`src/rtl/fp_round_pack.sv`:
```
// Rounding/packing back end of the 12-bit int to 8-bit float converter.
// S1 extracts E0/F0/R from the magnitude; S2 (the output registers) rounds half-up and saturates.
module fp_round_pack #(
  parameter int MAG_W = 11,
  parameter int IDX_W = 4,
  parameter int EXP_W = 3,
  parameter int SIG_W = 4
) (
  input  logic             clk,
  input  logic             rst_n,
  input  logic             in_valid,
  output logic             in_ready,
  input  logic             in_sign,
  input  logic [MAG_W-1:0] in_mag,
  input  logic [IDX_W-1:0] in_idx,
  output logic             out_valid,
  input  logic             out_ready,
  output logic             out_sign,
  output logic [EXP_W-1:0] out_exp,
  output logic [SIG_W-1:0] out_sig,
  output logic             out_sat
);

  // Handshake: a transfer happens on any edge where valid && ready at that interface.
  // in_ready depends only on registered state and out_ready, never on in_* data.

  localparam logic [IDX_W-1:0] IDX_LO = IDX_W'(SIG_W);
  localparam logic [IDX_W-1:0] E_OFS  = IDX_W'(SIG_W - 1);
  localparam logic [IDX_W:0]   E_MAX  = (IDX_W + 1)'((1 << EXP_W) - 1);
  localparam logic [SIG_W-1:0] F_CARRY = SIG_W'(1 << (SIG_W - 1));

  logic             s2_adv;
  logic             s1_valid;
  logic             s1_sign;
  logic [IDX_W-1:0] s1_e0;
  logic [SIG_W-1:0] s1_f0;
  logic             s1_r;

  assign s2_adv   = !out_valid || out_ready;
  assign in_ready = !s1_valid || s2_adv;

  // Stage 1 field extraction
  logic [MAG_W-1:0] f_sh;
  logic [MAG_W-1:0] r_sh;
  logic [IDX_W-1:0] e0_c;
  logic [SIG_W-1:0] f0_c;
  logic             r_c;

  always_comb begin
    e0_c = '0;
    f_sh = in_mag;
    r_sh = '0;
    f0_c = in_mag[SIG_W-1:0];
    r_c  = 1'b0;
    if (in_idx >= IDX_LO) begin
      e0_c = in_idx - E_OFS;
      f_sh = in_mag >> e0_c;
      r_sh = in_mag >> (in_idx - IDX_LO);
      f0_c = f_sh[SIG_W-1:0];
      r_c  = r_sh[0];
    end
  end

  always_ff @(posedge clk or negedge rst_n) begin
    if (!rst_n) begin
      s1_valid <= 1'b0;
      s1_sign  <= 1'b0;
      s1_e0    <= '0;
      s1_f0    <= '0;
      s1_r     <= 1'b0;
    end else if (in_ready) begin
      s1_valid <= in_valid;
      if (in_valid) begin
        s1_sign <= in_sign;
        s1_e0   <= e0_c;
        s1_f0   <= f0_c;
        s1_r    <= r_c;
      end
    end
  end

  // Stage 2 rounding: a carry out of F renormalises to F=8 with E+1
  logic [SIG_W:0]   f1;
  logic [IDX_W:0]   e1;
  logic [EXP_W-1:0] exp_c;
  logic [SIG_W-1:0] sig_c;
  logic             sat_c;

  always_comb begin
    f1    = {1'b0, s1_f0} + (SIG_W + 1)'(s1_r);
    e1    = {1'b0, s1_e0} + (IDX_W + 1)'(f1[SIG_W]);
    sig_c = f1[SIG_W] ? F_CARRY : f1[SIG_W-1:0];
    exp_c = e1[EXP_W-1:0];
    sat_c = 1'b0;
    if (e1 > E_MAX) begin
      exp_c = '1;
      sig_c = '1;
      sat_c = 1'b1;
    end
  end

  always_ff @(posedge clk or negedge rst_n) begin
    if (!rst_n) begin
      out_valid <= 1'b0;
      out_sign  <= 1'b0;
      out_exp   <= '0;
      out_sig   <= '0;
      out_sat   <= 1'b0;
    end else if (s2_adv) begin
      out_valid <= s1_valid;
      if (s1_valid) begin
        out_sign <= s1_sign;
        out_exp  <= exp_c;
        out_sig  <= sig_c;
        out_sat  <= sat_c;
      end
    end
  end

endmodule

```
`config.mk`:
```
export PLATFORM = sky130hd
export DESIGN_NAME = fp_round_pack
export DESIGN_NICKNAME = d
export VERILOG_FILES = /design/src/rtl/fp_round_pack.sv
export SDC_FILE = /design/constraint.sdc
export NUM_CORES = 1
export LEC_CHECK = 0
export CAP_MARGIN = 20
export CORE_MARGIN = 2
export CORE_UTILIZATION = 55
export DETAILED_ROUTE_END_ITERATION = 10
export PLACE_DENSITY_LB_ADDON = 0.25
export SLEW_MARGIN = 15
export SYNTH_ARGS = -nofsm -noshare
export SYNTH_HDL_FRONTEND = slang
export SYNTH_SLANG_ARGS = --single-unit
```
`constraint.sdc`:
```
create_clock -name clk -period 3.7 [get_ports clk]
set_clock_uncertainty 0.15 [all_clocks]
set_input_delay 0.74 -clock clk [delete_from_list [all_inputs] [get_ports clk]]
set_output_delay 0.74 -clock clk [all_outputs]
set_load 0.02 [all_outputs]
```
After elaboration in Yosys (flattened, before gate mapping)
Cells that the tools add are included.
Storage, ports and cells
  memory bits (writable): 0
  word-level logic and storage cells: 31
  memories: 0
  memory bits (read-only): 0
  bits in latches: 0
  output and inout port bits: 11
  bits in registers: 21
Operators by class
  div/mod/pow operators: 0
  reduce and logical (&&, ||, !) cells: 6
  order comparisons: 2
  add/sub/neg operators: 4
  shift operators: 2
  bitwise gates (word level): 0
  multiplexer cells: 7
  equal/unequal tests: 0
  multipliers: 0
Operator list (count)
  $mux 4: 4
  $shr 11x4->1: 1
  $shr 11x4->4: 1
  $add 4x1->5: 2
  $gt 5x3->1 const B: 1
  $ge 4x3->1 const B: 1
  $reduce_and 2->1: 2
  $sub 4x2->4 const B: 1
  $sub 4x3->4 const B: 1
  $mux 3: 1
  $logic_not 1->1: 2
  $logic_or 1x1->1: 2
  $mux 1: 2

Longest topological paths before layout
Gate-level depths: netlist (run 1).
  word-level depth: 4
  depth in mapped cells: 9
  depth with buffers taken out: 9

Worst setup path before layout (run 1)
Ideal clock, no wire load.
  kind: input -> register
  start point: in in_idx[0]
  end point: reg s1_f0[2]
  path slack: 1345 ps
  setup time: 124 ps
  cell stages on the path: 6
  path buffers: 1
  arrival: 2081 ps
  path through: ha_1 -> buf_6 -> xnor2_4 -> mux4_2 -> a32o_1 -> a211o_1
Between the ends
  word-level cells in the longest chain between the ends: 3
  elaborated cells on any way between the ends: 4
  classes of those cells: add/sub: 1; order compare: 1; shift: 1; mux: 1
Ends and longest elaborated chain
  from (decl): line 15  | input logic [IDX_W-1:0] in_idx,
  $sub 4x2->4: line 56  | e0_c = in_idx - E_OFS;
  $shr 11x4->4: line 57  | f_sh = in_mag >> e0_c;
  $mux 4 (*): line 55  | if (in_idx >= IDX_LO) begin
  to (signal assigned): line 69  | s1_f0 <= '0;
  to (signal assigned): line 76  | s1_f0 <= f0_c;
  to (decl): line 36  | logic [SIG_W-1:0] s1_f0;
Mark *: on every way between the ends. The rest lies on a longest branch, timed or not.
A chain may end at the register's enable or synchronous reset.

Final worst setup path (run 1)
  start point: in out_ready
  end point: out in_ready
Between the ends
  word-level cells in the longest chain between the ends: 2
Ends and longest elaborated chain
  from (decl): line 17  | input logic out_ready,
  $logic_or 1x1->1: line 39  | assign s2_adv = !out_valid || out_ready;
  $logic_or 1x1->1: line 40  | assign in_ready = !s1_valid || s2_adv;
  to (decl): line 12  | output logic in_ready,
No other way between the ends.

==> metrics.md, run 1 <==
| Metric | Value |
|---|---|
| #FFs+latches synth | 21 |
| Clk slew on worst S/H paths | 110 ps |
| Detailed Place HPWL | 2382 um |
| Hold_buf cts | 0 |
| Fin crit share | 0.8377 |
| Final setup margin | 600.7 ps |
| CTS max path bufs | 2 |
| Drt total wl | 2961 um |
| Post-synthesis to final-layout area growth | 20.25% |
| CP Capture Type | output port |
| Initial Utilization | 0.5636 |
| Site Rows | 19 |
| Wire per inst | 15.11 um |
| CTS buffer count | 3 |
| Worst slack, placed | 498.6 ps |
| Clock Sinks | 21 |
| Top area cells in the synthesized netlist | dfrtp_1, mux4_1, ha_1, mux4_2, o22a_1 |
| Root Driver | clkbuf_4 |
| Worst EP arrival | 2210 ps |
| CP most frequent cell | clkdlybuf4s50_1 |
| First-pass GRT wire length | 5064 um |
| Post-CTS Setup Bufs | 0 |
| Final ANT Viol Nets | 0 |
| Critical-path cell list | clkdlybuf4s50_1 -> and3b_1 -> inv_2 -> clkdlybuf4s50_1 |
| Cell Area, Placed | 1793 um^2 |
| Worst-path fanout max | 6 |
| Max_slew headroom | 0.3943 |
| Routability cong. | 0.8411 |
| Cell area after layout | 1821 um^2 |
| Sequential fraction of the synthesis area | 0.3471 |
| Drt via density | between 6 and 7 |
| Ys async rst share | 1.000 |
| Synth top area share | 0.3471 |
| Vias in the first global route | 1165 |
| Main flop type after synthesis | dfrtp_1 |
| Area of the multi-input gates | 890.9 um^2 |
| TritonRoute pass-1 iters | 4 |
| Total GRT Usage | 0.1986 |
| Max incr delay on CP | 610 ps |
| Design Power | 0.0006888 W |
| Startpoint Class | primary input |
| Sum of negative setup slack | 0 ps |
| Core area | 2686 um^2 |
| Clk_lat worst skew | 300 ps |
| WP data required | 2810 ps |
| DIE WIDTH | 56.47 um |
| # IOs | 31 |
| Static Leak | a little under 0.8 nW |
| FF+latch area | between 500 and 600 um^2 |
| CTS tree | yes |
| Mapped Cells | between 100 and 150 |
| Commonest cells after routing, fill and taps aside | clkdlybuf4s50_1, dfrtp_1, nand2_1 |
| Number of enable flip-flop cells after synthesis | 0 |
| Synth Net Count | approximately 170 |
| Max Clk Rate | 322.7 MHz |
| Outcome | finished clean |
| Setup-failing EPs final | 0 |
| Crit path kind | primary input to output port |
| Antenna cells | 0 |
| Final min period | 3099 ps |
| Chip height | 56.47 um |
| Grt total ovfl | 0 |
| # DRC | 0 |
| Slew @ Worst Pin | 905.8 ps |
| DR iter-0 viols | 34 |
| CTS resizes | 0 |
| Hold crit path type | flip-flop to flip-flop |
| H-tree depth | 1 |
| Mean Syn Cell Area | 10.89 um^2 |
| PwrDens | 378.3 nW/um^2 |
| YS warnings | 0 |
| Via count | 1187 |
| Cell Area, Synth | 1514 um^2 |
| Commonest non-fill, non-tap cell in the layout | clkdlybuf4s50_1 |
| Synth unique cells | 45 |
| Buffers added on ports | 30 |
| Maximum VDD drop | 296.8 uV |
| Max Cap Viol | 0 |
| Pins Over Slew Limit | 0 |
| Die area | 3188 um^2 |
| Layout fillers | 223 |
| Share of cells above drive strength 1 | 0.08485 |
| Hold Fails Final Rpt | 0 |
| Initial antenna violation count | 0 |
| Final Util | 0.6777 |
| Crit-path slowest cell | clkdlybuf4s50_1 |
| RSZ-0062 raised after global routing | false |
| Final Net Count | approximately 190 |
| Largest net degree at the start of global routing | 22 |
| Dominant cell type by area after synthesis | dfrtp_1 |
==> critical path: cells and delay by family <==
kind | cells | cell delay [ps]
simple gates | 1 | 270
buf+inv | 3 | 1200
==> power by group <==
part | total (W) | internal (W) | switching (W)
Clock | 0.000108 | 0.0000402 | 0.0000681
Combinational | 0.000273 | 0.000144 | 0.000130
Sequential | 0.000307 | 0.000277 | 0.0000303
==> logic make-up (layout without fill, tap and decap cells) <==
kind of cell | Yosys count | count (layout) | share of synthesized area
fa+ha+maj | 6 | 6 | 0.04959
mux | 12 | 12 | 0.1603
flops | 21 | 21 | 0.3471
xor+xnor | 5 | 5 | 0.04629
buf+inv | 17 | 43 | 0.06446
simple gates | 48 | 48 | 0.1843
compound gates | 30 | 30 | 0.1479
==> layer usage <==
metal,wire length [um],track usage,share of wire,up-vias
met5,0,0,0,-
met4,22,0.05102,0.0074,0
met3,104,0.01613,0.035,2
met2,1502,0.3754,0.51,34
met1,1332,0.2398,0.45,559
li1,-,-,-,592
==> metrics by stage <==
step           instances  hold WS (ps)
2_1_floorplan        139         291.4
3_3_place_gp         192         297.7
3_5_place_dp         192         312.4
4_1_cts              196         332.9
5_1_grt              196         375.0
6_report             196         326.4
==> synth_stat cells, types with 2 or more instances <==
cell      instances
inv_1             7
ha_1              6
o22a_1            7
o211ai_1          2
nand3_1          10
a31oi_1           2
mux2_1            3
clkbuf_1          2
buf_2             3
buf_6             4
nand4b_1          2
o31ai_1           3
and2_1            3
nand2_1          13
mux4_2            3
xor2_1            3
nor3_1            4
mux4_1            5
dfrtp_1          21
a21oi_1           6
nand4_1           4
nand2b_1          3
==> area by class of cell <==
type | count | area share
inverters | 8 | 0.01649
clock buffers | 3 | 0.01237
clock inverters | 1 | 0.002749
flip-flops and latches | 21 | 0.2887
repair buffers | 31 | 0.1691
well taps | 31 | 0.02131
multi-input cells | 101 | 0.4893
==> path summary, 6_finish.rpt <==
| kind | startpoint | to | slack (ps) | cells after the start |
|---|---|---|---|---|
| worst max-delay path | out_ready | in_ready | 600 | 4 |
| worst min-delay path | s1_valid | out_valid | 330 | 1 |
| worst max register to register | s1_f0[0] | out_sig[3] | 1300 | 9 |
| worst min register to register | s1_valid | out_valid | 330 | 1 |
| max in group asynchronous | rst_n | out_sig[2] | 2060 | 1 |
| min in group asynchronous | rst_n | out_exp[2] | 790 | 1 |
==> state kept, by name, indices dropped and copies added, names as in the netlist, 3 cells and up <==
signal and cells:
s1_f0 4, s1_e0 4, out_exp 3, out_sig 4
No activity file was read; power rests on OpenSTA's default activity.
==> run 2, diff against run 1 <==
--- a/config.mk
+++ b/config.mk
@@ -7,7 +7,7 @@
 export LEC_CHECK = 0
 export CAP_MARGIN = 20
 export CORE_MARGIN = 2
-export CORE_UTILIZATION = 55
+export CORE_UTILIZATION = 46
 export DETAILED_ROUTE_END_ITERATION = 10
 export PLACE_DENSITY_LB_ADDON = 0.25
 export SLEW_MARGIN = 15
==> constraint.sdc (replaced) <==
create_clock -name clk -period 2.7 [get_ports clk]
set_clock_uncertainty 0.15 [all_clocks]
set_input_delay 0.54 -clock clk [delete_from_list [all_inputs] [get_ports clk]]
set_output_delay 0.54 -clock clk [all_outputs]
set_load 0.02 [all_outputs]
==> metrics.md, run 2 (synthesis results as in run 1) <==
| Metric | Value |
|---|---|
| Outcome | finished clean |
| Worst EP arrival | 1880 ps (-330 ps) |
| Site Rows | 20 (+1) |
| Design Power | 0.0009552 W (+39%) |
| Post-CTS Setup Bufs | 0 (unchanged) |
| Antenna cells | 0 (unchanged) |
| Clk slew on worst S/H paths | 110 ps (about the same) |
| CTS buffer count | 3 (unchanged) |
| Fin crit share | 0.9524 |
| Clock share of power | 0.151 (-0.006) |
| Met3 GRT Util | 0.01891 (+0.002779) |
| Crit path kind | primary input to output port |
| Maximum VDD drop | 183.4 uV (-38%) |
| Routability cong. | 0.8785 (+4.4%) |
| # IOs | 31 (unchanged) |
| Met2 Use GR | 0.3480 (-0.02739) |
| CP Capture Type | output port |
| DR iter-0 viols | 34 (unchanged) |
| Setup-failing EPs final | 0 (unchanged) |
| Clk_lat worst skew | 290 ps (about the same) |
| Combinational power share | 0.410 (+0.013) |
| Pins Over Slew Limit | 0 (unchanged) |
| Die area | 3766 um^2 (+18%) |
| Max_slew headroom | 0.6616 (+0.2673) |
| Top Usage Layer GRT | met2 |
| Detailed Place HPWL | 2524 um (+6.0%) |
| Drt via density | 5.900 (-2.6%) |
| Via count | 1292 (+8.8%) |
| Met1 usage | 0.2179 (-0.02196) |
| Drt total wl | 3102 um (+4.8%) |
| Worst-path fanout max | 2 (-4) |
| Hold Fails Final Rpt | 0 (unchanged) |
| RSZ-0062 raised after global routing | false |
| Share of cells above drive strength 1 | 0.1314 (+0.04658) |
| Hold crit path type | flip-flop to flip-flop |
| Sum of negative setup slack | 0 ps (unchanged) |
| Final ANT Viol Nets | 0 (unchanged) |
| # DRC | 0 (unchanged) |
| Placed cell count | 215 (+12%) |
| Cell area after layout | 1911 um^2 (+4.9%) |
| Largest net degree at the start of global routing | 22 (unchanged) |
| Grt total ovfl | 0 (unchanged) |
| CTS tree | yes |
| Hold depth | 1 (unchanged) |
| Clock Sinks | 21 (unchanged) |
| Core area | 3103 um^2 (+16%) |
| WP data required | 2010 ps (-800 ps) |
| Total GRT Usage | 0.1897 (-0.008933) |
| Max Clk Rate | roughly 400 MHz |
| Cell Area, Placed | 1884 um^2 (+5.1%) |
| H-tree depth | 1 (unchanged) |
| CTS resizes | 0 (unchanged) |
| Max Cap Viol | 0 (unchanged) |
| Layout fillers | 296 (+33%) |
| R2R cell count | 9 (unchanged) |
| CTS max path bufs | 2 (unchanged) |
| Startpoint Class | primary input |
| First-pass GRT wire length | 5313 um (+4.9%) |
| Chip height | 61.37 um (+8.7%) |
| Post-Layout Cell Count | 219 (+12%) |
| DIE WIDTH | 61.37 um (+8.7%) |
| Register share of total power | 0.440 (-0.006) |
| Initial antenna violation count | 0 (unchanged) |
| Post-synthesis to final-layout area growth | 26.20% |
| Vias in the first global route | 1239 (+6.4%) |
| Sw Ratio | 0.3235 (-0.008115) |
| TritonRoute pass-1 iters | 4 (unchanged) |
| Initial Utilization | 0.4879 (-0.07567) |
| Internal Power | 0.0006462 W (+40%) |
| Static Leak | 0.8181 nW (+6.0%) |
| Commonest non-fill, non-tap cell in the layout | clkdlybuf4s50_1 |
| Final min period | 2572 ps |
| Commonest cells after routing, fill and taps aside | clkdlybuf4s50_1, dfrtp_1, nand2_1 |
| Hold_buf cts | 0 (unchanged) |
| PwrDens | 499.9 nW/um^2 (+32%) |
| Slew @ Worst Pin | 504.3 ps (-401.5 ps) |
| Buffers added on ports | 30 (unchanged) |
| Wire per inst | 14.16 um (-6.2%) |
| Root Driver | clkbuf_4 |
| Final Net Count | 202 (+5.2%) |
| NetSw | 0.0003090 W (+35%) |
| Top Registers | out_sig x4, s1_e0 x4, s1_f0 x4 |
## run 2: cell count changes in the layout (fill, tap and decap cells not counted)
cell / delta
clkinv_2: -1
clkbuf_1: +1
buf_4: +10
## run 2: through the flow
step           setup slack (ps)  utilization  hold slack [ps]
2_1_floorplan             544.8            -            94.41
6_report                  128.4       0.6157            333.3
4_1_cts                   128.2       0.6157            336.5
5_1_grt                   89.26       0.6157            369.1
3_3_place_gp              95.32       0.6073            299.8
3_5_place_dp              40.10       0.6073            312.2
## run 2: worst max-delay path, stage by stage
cell	delay, ps
clkdlybuf4s50_1	480
and3b_1	210
inv_2	60
clkdlybuf4s50_1	590
## run 2: final timing paths
| path | slack, ps | from | to |
|---|---|---|---|
| worst max-delay path | 130 | out_ready | in_ready |
| min in group asynchronous | 420 | rst_n | out_sig[1] |
| worst min-delay path | 330 | s1_valid | out_valid |
| max in group asynchronous | 1770 | rst_n | out_sign |
| worst min register to register | 330 | s1_valid | out_valid |
| worst max register to register | 350 | s1_f0[0] | out_exp[1] |
## run 2: layout make-up
| class | count | area (um^2) | share of cell area |
|---|---|---|---|
| Inverter | 8 | 30.03 | 0.01572 |
| Timing Repair Buffer | 41 | 382.9 | 0.2004 |
| Tap cell | 44 | 55.05 | 0.02881 |
| Clock buffer | 4 | 26.28 | 0.01375 |
| Sequential cell | 21 | 525.5 | 0.2750 |
| Multi-Input combinational cell | 101 | 890.9 | 0.4663 |
## run 2: routing by layer
metal	vias up	wire length [um]
met1	618	1208
met4	0	82
met3	8	169
met2	54	1641
met5	-	0
li1	612	-
## run 2: power by group through the flow
stage | clock network, W | registers, W | logic (W)
after floorplan | 0 | 0.000469 | 0.000184
after global placement | 0 | 0.000424 | 0.000383
after detailed placement | 0 | 0.000428 | 0.000392
after CTS | 0.000149 | 0.000421 | 0.000393
after global routing | 0.000158 | 0.000430 | 0.000428
final | 0.000144 | 0.000420 | 0.000391
==> run 3, diff against run 2 <==
--- a/config.mk
+++ b/config.mk
@@ -7,7 +7,7 @@
 export LEC_CHECK = 0
 export CAP_MARGIN = 20
 export CORE_MARGIN = 2
-export CORE_UTILIZATION = 46
+export CORE_UTILIZATION = 51
 export DETAILED_ROUTE_END_ITERATION = 10
 export PLACE_DENSITY_LB_ADDON = 0.25
 export SLEW_MARGIN = 15
==> constraint.sdc (replaced) <==
create_clock -name clk -period 2.95 [get_ports clk]
set_clock_uncertainty 0.15 [all_clocks]
set_input_delay 0.59 -clock clk [delete_from_list [all_inputs] [get_ports clk]]
set_output_delay 0.59 -clock clk [all_outputs]
set_load 0.02 [all_outputs]
==> metrics.md, run 3 (synthesis results as in run 1) <==
| Metric | Value |
|---|---|
| Max Clk Rate | 355.8 MHz |
| Maximum VDD drop | 448.3 uV (+140%) |
| Commonest non-fill, non-tap cell in the layout | clkdlybuf4s50_1 |
| Worst-path fanout max | 6 (+4) |
| Post-CTS Setup Bufs | 0 (unchanged) |
| CP most frequent cell | clkdlybuf4s50_1 |
| Crit path kind | primary input to output port |
| R2r setup slk | 540 ps (+190 ps) |
| Initial Utilization | 0.5443 (+0.05641) |
| CTS buffer count | 3 (unchanged) |
| Slew @ Worst Pin | 525.4 ps (+21.09 ps) |
| WP data required | 2210 ps (+200 ps) |
| Drt total wl | 3109 um (+0.23%) |
| Wire per inst | 15.39 um (+8.7%) |
| Design Power | 0.0008768 W (-8.2%) |
| Routability cong. | 0.8467 (-3.6%) |
| Hold crit path type | flip-flop to flip-flop |
| Startpoint Class | primary input |
| PwrDens | 470.0 nW/um^2 (-6.0%) |
| Max_slew headroom | 0.6474 (-0.01415) |
| Worst EP arrival | 2070 ps (+190 ps) |
| Site Rows | 19 (-5.0%) |
| Post-synthesis to final-layout area growth | 23.22% |
| Hold Fails Final Rpt | 0 (unchanged) |
| Clk_lat worst skew | 310 ps (+20 ps) |
| Worst slack, placed | 159.4 ps (+119.3 ps) |
| TritonRoute pass-1 iters | 4 (unchanged) |
| Clk slew on worst S/H paths | 110 ps (about the same) |
| Antenna cells | 0 (unchanged) |
| Die area | 3421 um^2 (-9.2%) |
| # IOs | 31 (unchanged) |
| Chip height | 58.49 um (-4.7%) |
| Max incr delay on CP | 620 ps (+30 ps) |
| Hold path endpoint | out_valid |
| CTS resizes | 0 (unchanged) |
| Grt total ovfl | 0 (unchanged) |
| CP Capture Type | output port |
| CTS tree | yes |
| HP Start | s1_valid |
| Commonest cells after routing, fill and taps aside | clkdlybuf4s50_1, dfrtp_1, nand2_1 |
| Sum of negative setup slack | 0 ps (unchanged) |
| Final min period | 2811 ps |
| Post-Layout Cell Count | 202 (-7.8%) |
| Root Driver | clkbuf_4 |
| Static Leak | 0.8012 nW (-2.1%) |
| Pins Over Slew Limit | 0 (unchanged) |
| Vias in the first global route | 1232 (-0.56%) |
| R2R cell count | 9 (unchanged) |
| DR iter-0 viols | 40 (+18%) |
| Outcome | finished clean |
| Drt via density | 6.129 (+3.9%) |
| Crit-path slowest cell | clkdlybuf4s50_1 |
| Crit-path leading delay family | buffers and inverters |
| Max Cap Viol | 0 (unchanged) |
| Largest net degree at the start of global routing | 22 (unchanged) |
| CP Buf/Inv Count | 3 (unchanged) |
| Via count | 1238 (-4.2%) |
| Setup-failing EPs final | 0 (unchanged) |
| Layout fillers | 232 (-22%) |
| CTS max path bufs | 2 (unchanged) |
| Placed cell count | 198 (-7.9%) |
| DIE WIDTH | 58.49 um (-4.7%) |
| # DRC | 0 (unchanged) |
| Hold_buf cts | 0 (unchanged) |
| Final setup margin | 139.0 ps (+10.62 ps) |
| RSZ-0062 raised after global routing | false |
| H-tree depth | 1 (unchanged) |
| Core area | 2781 um^2 (-10%) |
| R2r startpoint | s1_f0[0] |
| Buffers added on ports | 30 (unchanged) |
| Fin crit share | 0.9529 |
| Final Net Count | 198 (-2.0%) |
| Initial antenna violation count | 0 (unchanged) |
| Share of cells above drive strength 1 | 0.1170 (-0.01447) |
| Hold depth | 1 (unchanged) |
| Total GRT Usage | 0.2023 (+0.01263) |
| Final ANT Viol Nets | 0 (unchanged) |
| Critical-path cell list | clkdlybuf4s50_1 -> and3b_1 -> inv_2 -> clkdlybuf4s50_1 |
| Detailed Place HPWL | 2517 um (-0.29%) |
| Reg2reg end | out_sig[0] |
| Top Registers | out_sig x4, s1_e0 x4, s1_f0 x4 |
| First-pass GRT wire length | 5340 um (+0.51%) |
| Clock Sinks | 21 (unchanged) |
[run 3: per-stage QoR]
step           utilization  hold WS [ps]  area [um^2]
2_1_floorplan            -         144.4         1514
3_3_place_gp        0.6608         299.8         1838
3_5_place_dp        0.6608         318.9         1838
4_1_cts             0.6707         343.8         1866
5_1_grt             0.6707         372.2         1866
6_report            0.6707         338.1         1866
[run 3: how the worst max path moves through the flow]
stage / startpoint / end / slack [ps] / depth (start not counted)
after floorplan: in_idx[0] / s1_f0[2] / 740 / 6
after global placement: out_ready / in_ready / 190 / 4
after detailed placement: out_ready / in_ready / 160 / 4
after CTS: out_ready / in_ready / 150 / 4
after global routing: out_ready / in_ready / 90 / 4
final: out_ready / in_ready / 140 / 4
[run 3: report_power, final]
group | switching (W) | internal, W
logic | 0.000165 | 0.000186
clock network | 0.0000905 | 0.0000507
registers | 0.0000378 | 0.000347
total | 0.000293 | 0.000584
[run 3: final cells by class]
class	count	area (um^2)	area share
Multi-Input combinational cell	101	890.9	0.4775
Inverter	8	30.03	0.01610
Timing Repair Buffer	37	352.8	0.1891
Sequential cell	21	525.5	0.2817
Clock inverter	1	5.005	0.002683
Tap cell	31	38.79	0.02079
Clock buffer	3	22.52	0.01207
[run 3: routing by layer]
| layer | vias up | share of wire | GRT usage |
|---|---|---|---|
| met5 | - | 0 | 0 |
| met4 | 0 | 0.031 | 0.1063 |
| met3 | 9 | 0.033 | 0.01758 |
| met2 | 36 | 0.50 | 0.3596 |
| met1 | 592 | 0.43 | 0.2418 |
| li1 | 601 | - | - |
[run 3: worst register-to-register path, stage by stage, from the launching register on]
cell and delay [ps]:
dfrtp_1 400, ha_1 220, ha_1 220, nand3_1 120, inv_1 60, ha_1 210, ha_1 220, nor3b_1 230
o21ai_1 240, o22a_1 250
